**src/rtl/lz_normalizer.sv**
```systemverilog
// Sequential left-normalizer: shifts an operand left until its leading one reaches the MSB.
// Optional build macro NORM_FAST_STEP_EN enables 4-position steps while enough shift remains.
module lz_normalizer #(
    parameter int unsigned WIDTH = 32,
    parameter int unsigned POS_W = 6
) (
    input  logic             clk,
    input  logic             rst,
    input  logic             in_valid,
    output logic             in_ready,
    input  logic [WIDTH-1:0] in_data,
    input  logic [POS_W-1:0] in_pos,
    output logic             out_valid,
    input  logic             out_ready,
    output logic [WIDTH-1:0] out_data,
    output logic [POS_W-1:0] out_shamt,
    output logic             out_zero,
    output logic             busy
);

    typedef enum logic [1:0] {StIdle, StShift, StDone} state_e;

    localparam logic [POS_W-1:0] FullPos = POS_W'(WIDTH);

    state_e           state_q, state_d;
    logic [WIDTH-1:0] data_q, data_d;
    logic [POS_W-1:0] shamt_q, shamt_d;
    logic [POS_W-1:0] rem_q, rem_d;
    logic             zero_q, zero_d;
    logic [POS_W-1:0] step;
    logic [POS_W-1:0] pos_eff;

    always_comb begin
`ifdef NORM_FAST_STEP_EN
        step = (rem_q >= POS_W'(4)) ? POS_W'(4) : POS_W'(1);
`else
        step = POS_W'(1);
`endif
    end

    // Out-of-range indices are clamped so the operand passes through unshifted.
    assign pos_eff = (in_pos > FullPos) ? FullPos : in_pos;

    always_comb begin
        state_d = state_q;
        data_d  = data_q;
        shamt_d = shamt_q;
        rem_d   = rem_q;
        zero_d  = zero_q;
        unique case (state_q)
            StIdle: begin
                if (in_valid) begin
                    if (in_pos == '0) begin
                        data_d  = '0;
                        shamt_d = '0;
                        zero_d  = 1'b1;
                        rem_d   = '0;
                        state_d = StDone;
                    end else begin
                        data_d  = in_data;
                        shamt_d = '0;
                        zero_d  = 1'b0;
                        rem_d   = FullPos - pos_eff;
                        state_d = (rem_d == '0) ? StDone : StShift;
                    end
                end
            end
            StShift: begin
                data_d  = data_q << step;
                shamt_d = shamt_q + step;
                rem_d   = rem_q - step;
                if (rem_d == '0) begin
                    state_d = StDone;
                end
            end
            StDone: begin
                if (out_ready) begin
                    state_d = StIdle;
                end
            end
            default: state_d = StIdle;
        endcase
    end

    always_ff @(posedge clk or negedge rst) begin
        if (!rst) begin
            state_q <= StIdle;
            data_q  <= '0;
            shamt_q <= '0;
            rem_q   <= '0;
            zero_q  <= 1'b0;
        end else begin
            state_q <= state_d;
            data_q  <= data_d;
            shamt_q <= shamt_d;
            rem_q   <= rem_d;
            zero_q  <= zero_d;
        end
    end

    assign in_ready  = (state_q == StIdle);
    assign out_valid = (state_q == StDone);
    assign busy      = (state_q != StIdle);
    assign out_data  = data_q;
    assign out_shamt = shamt_q;
    assign out_zero  = zero_q;

endmodule

```
**config.mk**
```make
export PLATFORM = sky130hd
export DESIGN_NAME = lz_normalizer
export DESIGN_NICKNAME = d
export VERILOG_FILES = /design/src/rtl/lz_normalizer.sv
export SDC_FILE = /design/constraint.sdc
export NUM_CORES = 1
export LEC_CHECK = 0
export BUFFER_PORTS_ARGS = -buffer_cell sky130_fd_sc_hd__buf_2
export CORE_ASPECT_RATIO = 1.5
export CORE_UTILIZATION = 51
export CTS_CLUSTER_DIAMETER = 30
export DETAILED_ROUTE_END_ITERATION = 10
export HOLD_SLACK_MARGIN = 0.15
export PLACE_DENSITY_LB_ADDON = 0.05
export RECOVER_POWER = 25
export SYNTH_ARGS = -nofsm -noshare
export SYNTH_HDL_FRONTEND = slang
export SYNTH_SLANG_ARGS = --single-unit
```
**constraint.sdc**
```tcl
create_clock -name clk -period 2.15 [get_ports clk]
set_clock_uncertainty 0.05 [all_clocks]
set_input_delay 0.215 -clock clk [delete_from_list [all_inputs] [get_ports clk]]
set_output_delay 0.215 -clock clk [all_outputs]
set_load 0.01 [all_outputs]
```
# After elaboration in Yosys (flattened, before gate mapping)
# Index checks and enable logic that the tools add are counted.
[classes]
add_sub_neg = 3
n_mux = 16
reduce_logical = 9
n_eq_ne = 5
magnitude_cmp = 1
shifts = 0
multipliers = 0
bitwise = 0
div = 0
[ops]
columns = ["cell", "n"]
rows = [
  ["$mux 32", 2],
  ["$pmux 32 s2", 1],
  ["$mux 6", 4],
  ["$pmux 6 s2", 2],
  ["$logic_not 6->1", 3],
  ["$mux 2", 5],
  ["$add 6x1->6 const B", 1],
  ["$gt 6x6->1 const B", 1],
  ["$pmux 2 s3", 1],
  ["$sub 6x1->6 const B", 1],
  ["$sub 6x6->6 const A", 1],
  ["$ne 2x2->1 const B", 2],
  ["$reduce_and 2->1", 2],
  ["$reduce_bool 2->1", 2],
  ["$reduce_and 3->1", 1],
  ["$eq 2x1->1 const B", 1],
  ["$eq 2x2->1 const B", 1],
  ["$logic_not 2->1", 1],
  ["$ne 2x1->1 const B", 1],
  ["$mux 1", 1],
]
[word_totals]
memories = 0
latch_bits = 0
mem_bits_rw = 0
romBits = 0
regBits = 47
output_inout_bits = 42
inputBits = 42

# Depth between registers and ports, before layout
[logic_depth]
word_depth = 8
mapped_depth = 7

# Worst setup path before layout
# OpenSTA, ideal clock, no wires.
[synth_timing]
kind = "register -> register"
start = "reg rem_q[0]"
end = "reg state_q[1]"
path_buffers = 0
setup_slack_ns = 0.371
t_arrival_ns = 1.647
required_time_ns = 2.018
stages_incl_launch_ff = 8
path_cell_list = "dfrtp_1 -> inv_1 -> ha_1 -> nor3b_1 -> xor2_1 -> a2111oi_0 -> a22oi_1 -> a31oi_1"
[synth_via]
elab_chain_cells = 4
[synth_rtl]
columns = ["element", "line_no", "rtl"]
rows = [
  ["start, declared", "28", "logic [POS_W-1:0] rem_q, rem_d;"],
  ["start signal, assigned", "96", "rem_q <= rem_d;"],
  ["$sub 6x1->6", "71", "rem_d = rem_q - step;"],
  ["$logic_not 6->1", "72", "if (rem_d == '0) begin"],
  ["$ne 2x2->1 (no source line)", "n/a", ""],
  ["$reduce_and 3->1 (no source line)", "n/a", ""],
  ["end signal, assigned", "87", "state_q <= StIdle;"],
  ["end signal, assigned", "93", "state_q <= state_d;"],
  ["end, declared", "25", "state_e state_q, state_d;"],
]
# No other way between the ends.
# A chain may end at the register's enable or synchronous reset.

# Worst setup path after layout
[layout_timing]
start = "reg rem_q[1]"
end = "reg state_q[1]"
# The elaborated chain is that of the path after synthesis.

==> metrics.md <==
| Metric | Value |
|---|---|
| Status | finished, final reports clean |
| Max-slew violation count | 0 |
| Initial core utilization | a little over half |
| Launch point of the worst reg-to-reg path | rem_q[1] |
| Syn Inst Count | roughly 300 |
| GRT overflow | 0 |
| Post-synthesis sequential element count | 47 |
| Register area | approximately 0.0012 mm^2 |
| Site Rows | 32 |
| Port Buffers | between 80 and 90 |
| R2R setup slack | approximately 0.22 ns |
| H-tree levels | 2 |
| Pin count of the biggest net entering global routing | 34 |
| Number of fill cells | around 480 |
| Unique masters post-synth | 37 |
| # DRC | 0 |
| Final Routed Wirelength | roughly 7000 um |
| Die height | approximately 91 um |
| FFs w/ async S/R, synth | 100% |
| Antenna-violating nets left | 0 |
| Total GRT Usage | a little over a quarter |
| Startpoint types | flip-flop |
| Ant diodes | 0 |
| Hold Worst Slack | 0.192 ns |
| First drt pass iteration count | 5 |
| First-pass GRT wire length | between 10000 and 15000 um |
| Relative slew slack | roughly 34% |
| Vias per inst | 5.81 |
| Post-DP HPWL | between 4000 and 5000 um |
| Final Hold Fails | 0 |
| DR iter-0 viols | around 190 |
| RSZ-0062 raised after global routing | false |
| Worst-path cell with the longest stage delay | dfrtp_1 |
| YS warnings | 0 |
| Placer congestion estimate | roughly 0.87 |
| Setup violators final | 0 |
| CP Class | flip-flop to flip-flop |
| CTS tree | done |
| Post-synth EDFFs | 0 |
| Capture point of the worst path | state_q[1] |
| Average size of a mapped cell | slightly below 9 um^2 |
| Worst-margin pin slew | roughly 0.99 ns |
| Hold WC Path Type | input pin to flip-flop |
| Critical-path cell list | inv_1 > ha_1 > nor3b_2 > xor2_1 > a2111oi_0 > buf_4 > a22oi_1 > a31oi_1 |
| Die W | just over 60 um |
| Power Density | about 1400 mW/mm^2 |
| Max-cap violations | 0 |
| Critical Path RT | approximately 2.3 ns |
| Io pins | 84 |
| Worst R2R Path Depth | 8 |
| Maximum clock path buffer count | 2 |
| Core box area | between 0.005 and 0.006 mm^2 |
| Post-synthesis sequential area ratio | 43.9% |
| Total number of vias | 2639 |
| Share of cells above drive strength 1 | between 30 and 40% |
| Worst skew pair latency | roughly 0.30 ns |
| Largest stage delay on the critical path | roughly 0.39 ns |
| Leak pwr | approximately 1.4 nW |
| Reg-to-Reg End | state_q[1] |
| Layout Nets | 431 |
| Avg WL per Cell | roughly 15 um |
| Crit path from | rem_q[1] |
| Crit path DAT | about 2.1 ns |
| Antenna violations before repair | 0 |
| Primary FF master, synth | dfrtp_1 |
| Clk root buf | clkbuf_8 |
| Die area | between 0.005 and 0.006 mm^2 |
| Worst ir drop on vdd | just under 0.9 mV |
| Multi-input gate area | 0.00135 mm^2 |
| Max Clk Rate | 0.518 GHz |
| Number of global-route vias before repair | approximately 2400 |
| Postcts setup bufs | 0 |
| Mapped Area | ~0.0027 mm^2 |
| Minimum clock period | 1.93 ns |
| Area grow syn2layout | 22.0% |
| CTS Buf Count | 5 |
| Final period util | between 80 and 90% |
| Clk pin slew, worst setup/hold paths | ~0.090 ns |
| Crit end category | flip-flop |
| CP Max Fanout | 4 |
| Clock sink count | between 40 and 50 |
| Setup tns final | 0 ns |
| Syn_nets | ~350 |
area by class of cell:
type | count | area share, %
clock buffer | 5 | 2.10
clock inverter | 3 | 0.612
inverter | 9 | 1.03
multi-input combinational | 222 | 41.3
sequential | 47 | 35.9
tap | 68 | 2.60
timing repair buffer | 100 | 16.4
what timing repair did:
| action | CTS | global route |
|---|---|---|
| gates resized for setup | 0 | 1 |
| setup endpoints to repair | 0 | 1 |
| hold buffers | 1 | 0 |
| hold endpoints to repair | 17 | 0 |
synth_stat cells, drive strengths merged, types with 2 or more instances:
cell type  number  area share (%)
dfrtp          47              44
a31oi           3            0.70
clkbuf         18             2.5
nand3           5             1.1
o22ai           3            0.70
a22oi           2            0.56
o221a          32              13
nand4           2            0.47
or3             2            0.47
a21oi          39             7.3
ha              4             1.9
nand2          14             2.0
xor2            3            0.98
o21ai          50             9.3
inv             9             1.3
nor2           45             6.3
nor3            3            0.56
buf             5             2.1
cell usage in the layout (no fill, tap or decap), types with 4 or more instances in the layout:
| cell | Yosys | final |
|---|---|---|
| a21oi_1 | 39 | 39 |
| buf_2 | 1 | 80 |
| buf_4 | 0 | 14 |
| clkbuf_8 | 0 | 5 |
| dfrtp_1 | 47 | 47 |
| ha_1 | 4 | 4 |
| inv_1 | 9 | 9 |
| nand2_1 | 14 | 14 |
| nand3_1 | 4 | 4 |
| nor2_1 | 45 | 45 |
| o21ai_0 | 25 | 25 |
| o21ai_1 | 25 | 25 |
| o221a_2 | 32 | 32 |
worst max-delay path: cells and delay by family, from the launching register on:
family                   cells  cell delay, ns
AO/OA/AOI/OAI                3            0.59
XOR/XNOR                     1            0.11
adder cells (fa/ha/maj)      1            0.21
buffers and inverters        2            0.31
flip-flops                   1            0.39
AND/OR/NAND/NOR              1            0.21
how the worst min path moves through the flow:
stage / slack, ns / depth (start not counted) / start / to
2_1_floorplan: -0.13 / 0 / rst / out_data[0]
3_5_place_dp: 0.12 / 1 / rst / out_data[17]
4_1_cts: 0.19 / 3 / in_data[0] / out_data[0]
5_1_grt: 0.24 / 3 / in_data[0] / out_data[0]
3_3_place_gp: 0.12 / 1 / rst / out_data[17]
6_report: 0.19 / 3 / in_data[0] / out_data[0]
kinds of logic (layout without fill, tap and decap cells):
| kind of cell | after synthesis | count (layout) | share of synthesized area [%] |
|---|---|---|---|
| AOI/OAI and AO/OA | 138 | 138 | 34.8 |
| buffers and inverters | 32 | 117 | 5.93 |
| adders and majority gates | 4 | 4 | 1.87 |
| xor gates and xnor gates | 4 | 4 | 1.31 |
| DFF | 47 | 47 | 43.9 |
| and+or+nand+nor | 76 | 76 | 12.2 |
sequential cells by signal, indices dropped and copies added, names as in the netlist:
signal	flops
out_data	32
out_shamt	6
out_zero	1
rem_q	6
state_q	2
layer usage:
layer  vias up  global-route usage [%]  share of wire, %
li1       1284                       -                 -
met1      1270                    33.5                43
met2        75                    43.4                51
met3        10                    4.87               4.6
met4         0                    9.66               1.9
met5         -                       0                 0
through the flow:
| step | power (mW) | cells | instance area (um^2) | setup WS [ns] | utilization, % |
|---|---|---|---|---|---|
| final | 4.64 | 454 | 3270 | 0.221 | 64.3 |
| after global routing | 5.00 | 454 | 3270 | 0.0350 | 64.3 |
| after CTS | 4.66 | 454 | 3280 | 0.151 | 64.4 |
| after detailed placement | 4.11 | 445 | 3180 | 0.147 | 62.5 |
| after global placement | 4.06 | 445 | 3180 | 0.180 | 62.5 |
| after floorplan | 3.24 | 301 | 2680 | 0.371 | - |
where the power goes:
part           internal, mW  switching, mW  total (mW)
logic                  1.12           1.25        2.37
registers              1.28          0.452        1.73
clock network         0.227          0.311       0.538
(Power assumes the default switching activity.)
